<file path="src/rtl/enc_dec_pkg.sv">
// ----------------------------------------------------------------------------
// enc_dec_pkg
// Shared definitions for the encoder/decoder control slice. It holds the APB
// register offsets, the operation mode and codeword width encodings, the
// operation FSM states, and the error code that marks a timed-out operation.
// ----------------------------------------------------------------------------
package enc_dec_pkg;

   // APB register offsets (low nibble of PADDR)
   localparam logic [3:0] CTRL_ADDR    = 4'h0;
   localparam logic [3:0] DATA_IN_ADDR = 4'h4;
   localparam logic [3:0] CW_ADDR      = 4'h8;
   localparam logic [3:0] NOISE_ADDR   = 4'hC;

   // CTRL[1:0] operation modes; 2'd3 is reserved and launches nothing
   localparam logic [1:0] MODE_ENC  = 2'd0;
   localparam logic [1:0] MODE_DEC  = 2'd1;
   localparam logic [1:0] MODE_FULL = 2'd2;

   // CODEWORD_WIDTH encodings; 2'd3 also selects the large codeword
   localparam logic [1:0] CW_SMALL  = 2'd0;
   localparam logic [1:0] CW_MEDIUM = 2'd1;
   localparam logic [1:0] CW_LARGE  = 2'd2;

   // num_of_errors value reported when the core never answers
   localparam logic [1:0] ERR_TIMEOUT = 2'd3;

   typedef enum logic [1:0] {
      ST_IDLE  = 2'd0,
      ST_START = 2'd1,
      ST_WAIT  = 2'd2,
      ST_DONE  = 2'd3
   } state_t;

endpackage : enc_dec_pkg

</file>
<file path="src/rtl/op_ctrl_fsm.sv">
// ----------------------------------------------------------------------------
// op_ctrl_fsm
// Runs one core operation per start request: pulses core_start, waits for
// core_done (bounded by a timeout counter), captures the result and pulses
// operation_done.
//
// Ports:
//   clk, rst        clock, synchronous active-high reset
//   start_req       launch request (valid CTRL write while idle)
//   core_done       core result valid pulse
//   core_result     core output word
//   core_num_err    core error count
//   busy            high whenever an operation is in flight
//   core_start      one-cycle launch pulse to the core
//   data_out        captured result word (0 on timeout)
//   num_of_errors   captured error count (ERR_TIMEOUT on timeout)
//   operation_done  one-cycle completion pulse
// ----------------------------------------------------------------------------
module op_ctrl_fsm
   import enc_dec_pkg::*;
#(
   parameter int AMBA_WORD      = 32,
   parameter int TIMEOUT_CYCLES = 15
) (
   input  logic                 clk,
   input  logic                 rst,
   input  logic                 start_req,
   input  logic                 core_done,
   input  logic [AMBA_WORD-1:0] core_result,
   input  logic [1:0]           core_num_err,
   output logic                 busy,
   output logic                 core_start,
   output logic [AMBA_WORD-1:0] data_out,
   output logic [1:0]           num_of_errors,
   output logic                 operation_done
);

   // Counter value on the last permitted WAIT cycle
   localparam logic [3:0] TO_LAST = 4'(TIMEOUT_CYCLES - 1);

   state_t     state, state_nxt;
   logic [3:0] wait_cnt;
   logic       timeout_hit;

   assign timeout_hit = (wait_cnt == TO_LAST);
   assign busy        = (state != ST_IDLE);

   // NOTE: every signal driven here gets a default before the case, so no
   // path leaves it unassigned and no latch is inferred.
   always_comb begin
      state_nxt = state;
      case (state)
         ST_IDLE:  if (start_req) state_nxt = ST_START;
         ST_START: state_nxt = ST_WAIT;
         ST_WAIT:  if (core_done || timeout_hit) state_nxt = ST_DONE;
         ST_DONE:  state_nxt = ST_IDLE;
         default:  state_nxt = ST_IDLE;
      endcase
   end

   // NOTE: sequential state uses non-blocking assignments so every register
   // samples pre-edge values, independent of statement order.
   always_ff @(posedge clk) begin
      if (rst) begin
         state          <= ST_IDLE;
         wait_cnt       <= '0;
         core_start     <= 1'b0;
         operation_done <= 1'b0;
         data_out       <= '0;
         num_of_errors  <= '0;
      end else begin
         state          <= state_nxt;
         // Pulses are registered from the state so the core sees clean,
         // glitch-free single-cycle strobes.
         core_start     <= (state == ST_START);
         operation_done <= (state == ST_DONE);

         if (state == ST_START)
            wait_cnt <= '0;
         else if (state == ST_WAIT)
            wait_cnt <= wait_cnt + 4'd1;

         // core_done only counts inside WAIT; results hold otherwise.
         if (state == ST_WAIT) begin
            if (core_done) begin
               data_out      <= core_result;
               num_of_errors <= core_num_err;
            end else if (timeout_hit) begin
               data_out      <= '0;
               num_of_errors <= ERR_TIMEOUT;
            end
         end
      end
   end

endmodule : op_ctrl_fsm

</file>
<file path="src/rtl/apb_ctrl_regs.sv">
// ----------------------------------------------------------------------------
// apb_ctrl_regs
// APB slave register bank in front of the encoder/decoder core. Holds CTRL,
// DATA_IN, CODEWORD_WIDTH and NOISE; a CTRL write of a valid mode launches one
// core operation through op_ctrl_fsm. Writes are dropped while busy so the
// core inputs stay stable for the whole operation.
//
// Ports:
//   clk, rst                  clock, synchronous active-high reset
//   PSEL/PENABLE/PWRITE       APB control
//   PADDR, PWDATA             APB address / write data
//   PRDATA                    registered read data (loaded in setup phase)
//   PREADY                    always 1
//   core_data, core_noise     DATA_IN / NOISE registers to the core
//   core_mode                 CTRL[1:0]
//   Small/Medium/Large        one-hot codeword width decode
//   core_start                launch pulse
//   core_done, core_result,
//   core_num_err              core completion handshake and result
//   data_out, num_of_errors   captured result
//   operation_done            completion pulse
// ----------------------------------------------------------------------------
module apb_ctrl_regs
   import enc_dec_pkg::*;
#(
   parameter int AMBA_WORD       = 32,
   parameter int AMBA_ADDR_WIDTH = 20,
   parameter int TIMEOUT_CYCLES  = 15
) (
   input  logic                       clk,
   input  logic                       rst,
   input  logic                       PSEL,
   input  logic                       PENABLE,
   input  logic                       PWRITE,
   input  logic [AMBA_ADDR_WIDTH-1:0] PADDR,
   input  logic [AMBA_WORD-1:0]       PWDATA,
   output logic [AMBA_WORD-1:0]       PRDATA,
   output logic                       PREADY,
   output logic [AMBA_WORD-1:0]       core_data,
   output logic [AMBA_WORD-1:0]       core_noise,
   output logic [1:0]                 core_mode,
   output logic                       Small,
   output logic                       Medium,
   output logic                       Large,
   output logic                       core_start,
   input  logic                       core_done,
   input  logic [AMBA_WORD-1:0]       core_result,
   input  logic [1:0]                 core_num_err,
   output logic [AMBA_WORD-1:0]       data_out,
   output logic [1:0]                 num_of_errors,
   output logic                       operation_done
);

   logic [1:0]           ctrl_q;
   logic [AMBA_WORD-1:0] data_in_q;
   logic [1:0]           cw_q;
   logic [AMBA_WORD-1:0] noise_q;

   logic                 busy;
   logic                 wr_en;
   logic                 rd_setup;
   logic                 page_hit;
   logic                 sel_ctrl, sel_data, sel_cw, sel_noise;
   logic                 start_req;
   logic [AMBA_WORD-1:0] rd_data;

   // Registers live only in the lowest 16-byte page; anything above it
   // (e.g. 0x10) is an unmapped offset rather than an alias.
   assign page_hit  = (PADDR[AMBA_ADDR_WIDTH-1:4] == '0);
   assign sel_ctrl  = page_hit && (PADDR[3:0] == CTRL_ADDR);
   assign sel_data  = page_hit && (PADDR[3:0] == DATA_IN_ADDR);
   assign sel_cw    = page_hit && (PADDR[3:0] == CW_ADDR);
   assign sel_noise = page_hit && (PADDR[3:0] == NOISE_ADDR);

   assign wr_en     = PSEL && PENABLE && PWRITE && !busy;
   assign rd_setup  = PSEL && !PENABLE && !PWRITE;
   // The reserved mode 3 is stored but launches nothing.
   assign start_req = wr_en && sel_ctrl && (PWDATA[1:0] <= MODE_FULL);

   always_comb begin
      rd_data = '0;
      if (sel_ctrl)       rd_data[1:0] = ctrl_q;
      else if (sel_data)  rd_data      = data_in_q;
      else if (sel_cw)    rd_data[1:0] = cw_q;
      else if (sel_noise) rd_data      = noise_q;
   end

   // NOTE: reset is synchronous and clears every register, including PRDATA,
   // so the bus and core interfaces come up quiet.
   always_ff @(posedge clk) begin
      if (rst) begin
         ctrl_q    <= '0;
         data_in_q <= '0;
         cw_q      <= '0;
         noise_q   <= '0;
         PRDATA    <= '0;
      end else begin
         if (wr_en) begin
            if (sel_ctrl)  ctrl_q    <= PWDATA[1:0];
            if (sel_data)  data_in_q <= PWDATA;
            if (sel_cw)    cw_q      <= PWDATA[1:0];
            if (sel_noise) noise_q   <= PWDATA;
         end
         if (rd_setup)
            PRDATA <= rd_data;
      end
   end

   assign PREADY     = 1'b1;
   assign core_data  = data_in_q;
   assign core_noise = noise_q;
   assign core_mode  = ctrl_q;

   // Widths 2 and 3 both map to the large codeword, keeping the set one-hot.
   assign Small  = (cw_q == CW_SMALL);
   assign Medium = (cw_q == CW_MEDIUM);
   assign Large  = cw_q[1];

   op_ctrl_fsm #(
      .AMBA_WORD      (AMBA_WORD),
      .TIMEOUT_CYCLES (TIMEOUT_CYCLES)
   ) u_op_ctrl_fsm (
      .clk            (clk),
      .rst            (rst),
      .start_req      (start_req),
      .core_done      (core_done),
      .core_result    (core_result),
      .core_num_err   (core_num_err),
      .busy           (busy),
      .core_start     (core_start),
      .data_out       (data_out),
      .num_of_errors  (num_of_errors),
      .operation_done (operation_done)
   );

endmodule : apb_ctrl_regs

</file>
<file path="config.mk">
export PLATFORM = sky130hd
export DESIGN_NAME = apb_ctrl_regs
export DESIGN_NICKNAME = d
export VERILOG_FILES = /design/src/rtl/enc_dec_pkg.sv /design/src/rtl/op_ctrl_fsm.sv /design/src/rtl/apb_ctrl_regs.sv
export SDC_FILE = /design/constraint.sdc
export NUM_CORES = 1
export LEC_CHECK = 0
export BUFFER_PORTS_ARGS = -buffer_cell sky130_fd_sc_hd__buf_2
export CAP_MARGIN = 30
export CORE_MARGIN = 2
export CORE_UTILIZATION = 49
export DETAILED_ROUTE_END_ITERATION = 12
export PLACE_DENSITY = 0.8
export SETUP_SLACK_MARGIN = 0.05
export SLEW_MARGIN = 30
export SYNTH_ARGS = -nofsm -noshare
export SYNTH_HDL_FRONTEND = slang
export SYNTH_SLANG_ARGS = --single-unit
</file>
<file path="constraint.sdc">
create_clock -name clk -period 1.9 [get_ports clk]
set_input_delay 0.38 -clock clk [delete_from_list [all_inputs] [get_ports clk]]
set_output_delay 0.38 -clock clk [all_outputs]
set_load 0.02 [all_outputs]
</file>
### After elaboration in Yosys (flattened, before gate mapping)

Cells that the tools add are included.

* register bits: 142
* bits in latches: 0
* RAM bits: 0
* ROM bits: 0
* input bits: 92
* output and inout bits: 138
* logic and storage cells: 64
* memories: 0

* add/subtract/negate cells: 1
* $mul: 0
* divide/modulo/power cells: 0
* magnitude comparators: 1
* equal/unequal tests: 10
* shifts and indexed selects: 0
* multiplexer cells: 13
* bitwise operators: 0
* reductions and logical operators: 28

Operators with widths (number)
* two-way mux 32 bit: 4
* two-way mux 30 bit: 2
* logical NOT 16 bit: 1
* equality test 4 bit (second input constant): 3
* two-way mux 2 bit: 6
* AND reduction 2 bit: 6
* logical AND 1 bit: 11
* one-hot mux 2 bit (4 select lines): 1
* adder 4 x 1 -> 4 bit (second input constant): 1
* equality test 2 x 1 -> 1 bit (second input constant): 2
* equality test 2 bit (second input constant): 2
* equality test 4 x 3 -> 1 bit (second input constant): 1
* logical NOT 2 bit: 2
* logical NOT 4 bit: 1
* nonzero test 2 bit: 2
* logical NOT 1 bit: 3
* <= comparator 2 bit (second input constant): 1
* != test 2 x 1 -> 1 bit (second input constant): 1
* != test 2 bit (second input constant): 1
* OR reduction 2 bit: 1
* logical OR 1 bit: 1

### Longest topological paths before layout

* depth in word-level cells: 7
* mapped depth: 8
* gate-level depth less buffers: 6

### Hierarchy

Synthesis repeated with hierarchy kept, for this count alone.

* cell total of the unflattened synthesis: 650
* area, all modules: 5965.7 sq um

Modules (own cells, without submodules)
* apb_ctrl_regs: times used 1, cells each 530, area an instance 4473.0 sq um, seq. area each 2001.9 sq um
* op_ctrl_fsm: times used 1, cells each 120, area an instance 1492.7 sq um, seq. area each 840.8 sq um

### Worst setup path after synthesis

OpenSTA, ideal clock, no wires.

* path type: register -> register
* start: register u_op_ctrl_fsm.wait_cnt[0]
* end: register u_op_ctrl_fsm.data_out[10]
* setup time: 65 ps
* arrival: 1586 ps
* required time: 1835 ps
* slack: 249 ps
* stages on the path, launching flop included: 9
* path buffers: 2
* period minus slack after synthesis: 1651 ps
* cells stage by stage: dfxtp_1 inv_1 ha_1 a31oi_1 nand2b_1 buf_2 clkbuf_1 a22oi_1 nor2_1

* word-level cells in the longest chain between the ends: 3

Ends and longest elaborated chain
* start, declared: line op_ctrl_fsm.sv:42 `logic [3:0] wait_cnt;`
* start signal, assigned: line op_ctrl_fsm.sv:81 `wait_cnt <= wait_cnt + 4'd1;`
* equality test 4 bit: line op_ctrl_fsm.sv:45 `assign timeout_hit = (wait_cnt == TO_LAST);`
* nonzero test 2 bit (no line)
* AND reduction 2 bit (no line)
* end signal, assigned: line op_ctrl_fsm.sv:86 `data_out <= core_result;`
* end, declared: line op_ctrl_fsm.sv:33 `output logic [AMBA_WORD-1:0] data_out,`

Every way passes these cells.
A chain may end at the register's enable or synchronous reset.

### Worst setup path in the final report

* start: register u_op_ctrl_fsm.state[0]
* end: register u_op_ctrl_fsm.data_out[0]

* word-level cells in the longest chain between the ends: 2

Ends and longest elaborated chain
* start, declared: line op_ctrl_fsm.sv:41 `state_t state, state_nxt;`
* start signal, assigned: line op_ctrl_fsm.sv:72 `state <= state_nxt;`
* equality test 2 bit: line op_ctrl_fsm.sv:84 `if (state == ST_WAIT) begin`
* AND reduction 2 bit (no line)

Every way passes these cells.

==> tab_implementation.tex <==
\begin{tabular}{lr}
\hline
Metric & Value \\
\hline
\multicolumn{2}{l}{\textbf{Min path}} \\
\quad Kind of path behind the tightest hold check & in2reg \\
\quad Hold Path Origin & core\_result[11] \\
\quad End of the worst hold path & u\_op\_ctrl\_fsm.data\_out[11] \\
\quad Hold Path Depth & 3 \\
\multicolumn{2}{l}{\textbf{Yosys}} \\
\quad Post-synthesis cell type count & 42 \\
\quad Biggest area consumer among synthesized cells & dfxtp\_1 \\
\quad Part of the Yosys area used for sequential elements & 47.7\% \\
\quad Mapped cell area & 5960 µm² \\
\quad Number of warnings issued by yosys & 0 \\
\quad Syn\_area\_per\_cell & 9.06 µm² \\
\quad Top cell type's share of synthesized area & a little under half \\
\quad Number of flops mapped to enable cells by yosys & 0 \\
\quad Async set-or-reset flop fraction in the synthesized netlist & 0\% \\
\quad Number of register bits inferred by synthesis & around 140 \\
\quad Top cells by area, synth & dfxtp\_1, a21oi\_1, mux2\_2 \\
\quad Cell count after synthesis & around 660 \\
\quad Prevailing post-synth register cell & dfxtp\_1 \\
\quad Total nets after synthesis & $\sim$760 \\
\multicolumn{2}{l}{\textbf{Route}} \\
\quad Final wirelength & roughly 18 mm \\
\quad DRC & 0 \\
\quad Final ANT Viol Nets & 0 \\
\quad Via density per instance & around 6 \\
\quad Routed wirelength normalized by instance count & 18.0 µm \\
\quad Number of DRC markers after the initial detailed-route iteration & 550 \\
\quad Drt pass-1 iters & 5 \\
\quad Total via count in the routed design & just under 6000 \\
\multicolumn{2}{l}{\textbf{Clock network}} \\
\quad Clock root buffer master & clkbuf\_16 \\
\quad CTS clk-pin slew, worst paths & approximately 0.060 ns \\
\quad Clock tree from TritonCTS & built \\
\quad Number of buffers inserted by hold repair at cts & 0 \\
\quad Count of clock tree sinks & 142 \\
\quad Max H-tree Level & 4 \\
\quad Maximum buffer depth of the clock tree & 2 \\
\quad Clock insertion delay at the later pin of the skew report & about 0.42 ns \\
\quad Inserted Clock Buffers & 17 \\
\multicolumn{2}{l}{\textbf{Worst setup path}} \\
\quad Req. time, crit path & roughly 2.3 ns \\
\quad Kind of capture point of the worst setup path & flip-flop \\
\quad Worst setup path category & reg2reg \\
\quad Capturing point of the worst reg2reg path & u\_op\_ctrl\_fsm.data\_out[0] \\
\quad Crit path launch type & flip-flop \\
\quad Largest fanout on the critical path & 34 \\
\quad Worst reg2reg setup slack & 0.18 ns \\
\quad Data arrival time of the critical path & $\sim$2.1 ns \\
\quad Depth of the worst register-to-register path & 6 \\
\quad Startpoint of the worst-slack reg-to-reg timing path & u\_op\_ctrl\_fsm.state[0] \\
\multicolumn{2}{l}{\textbf{Status}} \\
\quad Outcome & complete, no violations \\
\multicolumn{2}{l}{\textbf{STA}} \\
\quad Hold Vio Cnt, Final & 0 \\
\quad Portion of the clock cycle consumed by the worst path in the final layout & around 90\% \\
\quad Unrepaired setup endpoints after global routing & true \\
\quad Highest Clock Rate & roughly 580 MHz \\
\quad Shortest period the worst path allows & 1.72 ns \\
\quad Setup tns final & 0 ns \\
\quad Final setup violation count & 0 \\
\quad Final number of max-transition violations & 0 \\
\quad Setup Skew & around 0.0073 ns \\
\multicolumn{2}{l}{\textbf{Final layout}} \\
\quad Footprint of the flip-flops and latches & about 2800 µm² \\
\quad Total area of multi-input combinational cells & $\sim$2800 µm² \\
\quad Top library cells by usage in the layout, fill and taps aside & buf\_2, dfxtp\_1, nor2\_1, a21oi\_1, nand3\_1 \\
\quad Total Nets Final & about 960 \\
\quad Post-layout instance count excluding filler cells & $\sim$1000 \\
\quad Area added between synthesis and finish & 32.6\% \\
\quad Most frequent standard cell in the layout excluding fill and tap cells & buf\_2 \\
\quad Fraction of final layout cells sized beyond drive strength 1 & 37.1\% \\
\quad Filler cells & 975 \\
\multicolumn{2}{l}{\textbf{GRT}} \\
\quad Largest net degree at the start of global routing & 57 \\
\quad Initial antenna violation count & 1 \\
\quad Via count of the first global-routing pass & $\sim$5600 \\
\quad Global-route wire length before repair & 28.6 mm \\
\quad All-layer global routing usage & between 20 and 30\% \\
\quad Sum of overflow across all layers after global routing & 0 \\
\multicolumn{2}{l}{\textbf{Placement}} \\
\quad RePlAce Congestion & between 0.8 and 0.9 \\
\quad HPWL Detailed & 12.0 mm \\
\quad Number of input and output port buffers inserted & $\sim$230 \\
\quad Cell count after placement & 985 \\
\multicolumn{2}{l}{\textbf{Die}} \\
\quad Std-Cell Rows & 40 \\
\quad Die Footprint & 13100 µm² \\
\quad Initial Util & between 40\% and 50\% \\
\quad IO Pins & 230 \\
\quad Height of the chip & roughly 110 µm \\
\quad Core ar. & between 10000 and 15000 µm² \\
\quad X dimension of the die & $\sim$110 µm \\
\multicolumn{2}{l}{\textbf{Pwr}} \\
\quad Static leakage power & 3.43 nW \\
\quad Pwr/cell area & between 900 and 1000 nW/µm² \\
\quad Highest ir drop seen on vdd & 634 µV \\
\multicolumn{2}{l}{\textbf{Run}} \\
\quad Max cap viols & 0 \\
\hline
\end{tabular}
[stage by stage]
step           worst slack, ns  instance area, µm²  power [W]  hold WS (ns)  utilization, %
2_1_floorplan            0.249                5960    0.00370         0.471               -
5_1_grt                0.00246                7910    0.00767         0.196            66.1
3_5_place_dp            0.0865                7280    0.00401         0.443            60.9
3_3_place_gp             0.147                7280    0.00400         0.438            60.9
4_1_cts                  0.116                7890    0.00739         0.185            65.9
6_report                 0.182                7910    0.00738         0.195            66.1
[area by class of cell]
cell class | instances | area share, %
flip-flops and latches | 142 | 35.9
clock buffers | 20 | 5.65
clock inverters | 12 | 2.01
well taps | 147 | 2.33
inverters | 7 | 0.332
multi-input cells | 440 | 35.3
repair buffers | 249 | 18.4
diodes | 1 | 0.0316
[cells by family (layout without fill, tap and decap cells)]
group | Yosys count | count (layout) | synth area share, %
mux | 37 | 37 | 7.26
other cells | 1 | 2 | 0.0629
compound gates | 201 | 201 | 20.5
fa+ha+maj | 7 | 7 | 1.47
simple gates | 191 | 191 | 16.8
xor+xnor | 3 | 3 | 0.441
flops | 142 | 142 | 47.7
buf+inv | 76 | 288 | 5.81
[power by group]
group,total (W),internal [W],switching [W]
Combinational,0.000869,0.000353,0.000516
Sequential,0.00312,0.00307,0.0000561
Clock,0.00339,0.00211,0.00128
Total,0.00738,0.00553,0.00185
[cells in the mapped netlist, types with 2 or more instances]
| cell | number |
|---|---|
| o21ai_0 | 64 |
| mux2_2 | 30 |
| dfxtp_1 | 142 |
| buf_4 | 4 |
| nor2b_1 | 3 |
| nor3b_1 | 3 |
| clkbuf_1 | 42 |
| and2_1 | 3 |
| buf_6 | 3 |
| xor2_1 | 2 |
| ha_1 | 7 |
| nor4_4 | 4 |
| a22oi_1 | 32 |
| a32oi_1 | 30 |
| nor2_1 | 68 |
| nand2_1 | 10 |
| inv_1 | 7 |
| nor3_1 | 6 |
| mux2i_1 | 5 |
| and4_1 | 4 |
| nand2b_1 | 8 |
| and3_1 | 2 |
| buf_2 | 18 |
| nand4_1 | 8 |
| mux4_2 | 2 |
| a21oi_1 | 68 |
| a221oi_1 | 2 |
| a311o_1 | 2 |
| nand3_1 | 66 |
[critical path, cell delays in order, from the launching register on]
cell     delay, ns
dfxtp_1       0.31
inv_1         0.17
ha_1          0.41
and2_1        0.19
buf_4         0.32
a22oi_1       0.11
nor2_1        0.13
[layer usage]
layer	vias to the layer above	track usage [%]	wire length (µm)
li1	2797	-	-
met1	2805	35.4	7510
met2	326	45.3	8670
met3	36	6.93	1670
met4	0	11.2	447
met5	-	0	0
[registers in the layout (all words and copies together), names as in the netlist]
name,flops
u_op_ctrl_fsm.num_of_errors,2
u_op_ctrl_fsm.data_out,32
core_data,32
PRDATA,32
u_op_ctrl_fsm.wait_cnt,4
core_noise,32
core_mode,2
cw_q,2
u_op_ctrl_fsm.state,2
u_op_ctrl_fsm.core_start,1
u_op_ctrl_fsm.operation_done,1
[what timing repair did]
action                                 CTS  global route
resized for setup                        0             4
buffers inserted                         0             0
setup endpoints to repair                0            59
endpoints found under the hold margin    0             0
[worst max path at each step]
stage                               from                          to  slack [ns]  cells past startpoint
2_1_floorplan  u_op_ctrl_fsm.wait_cnt[0]  u_op_ctrl_fsm.data_out[10]        0.25                      8
3_3_place_gp                   PADDR[15]                     cw_q[0]        0.15                      5
3_5_place_dp                   PADDR[15]               core_data[25]        0.09                      6
4_1_cts           u_op_ctrl_fsm.state[1]                     cw_q[1]        0.12                      6
5_1_grt           u_op_ctrl_fsm.state[0]   u_op_ctrl_fsm.data_out[0]       0.002                      6
6_report          u_op_ctrl_fsm.state[0]   u_op_ctrl_fsm.data_out[0]        0.18                      6
(Power assumes the default switching activity.)
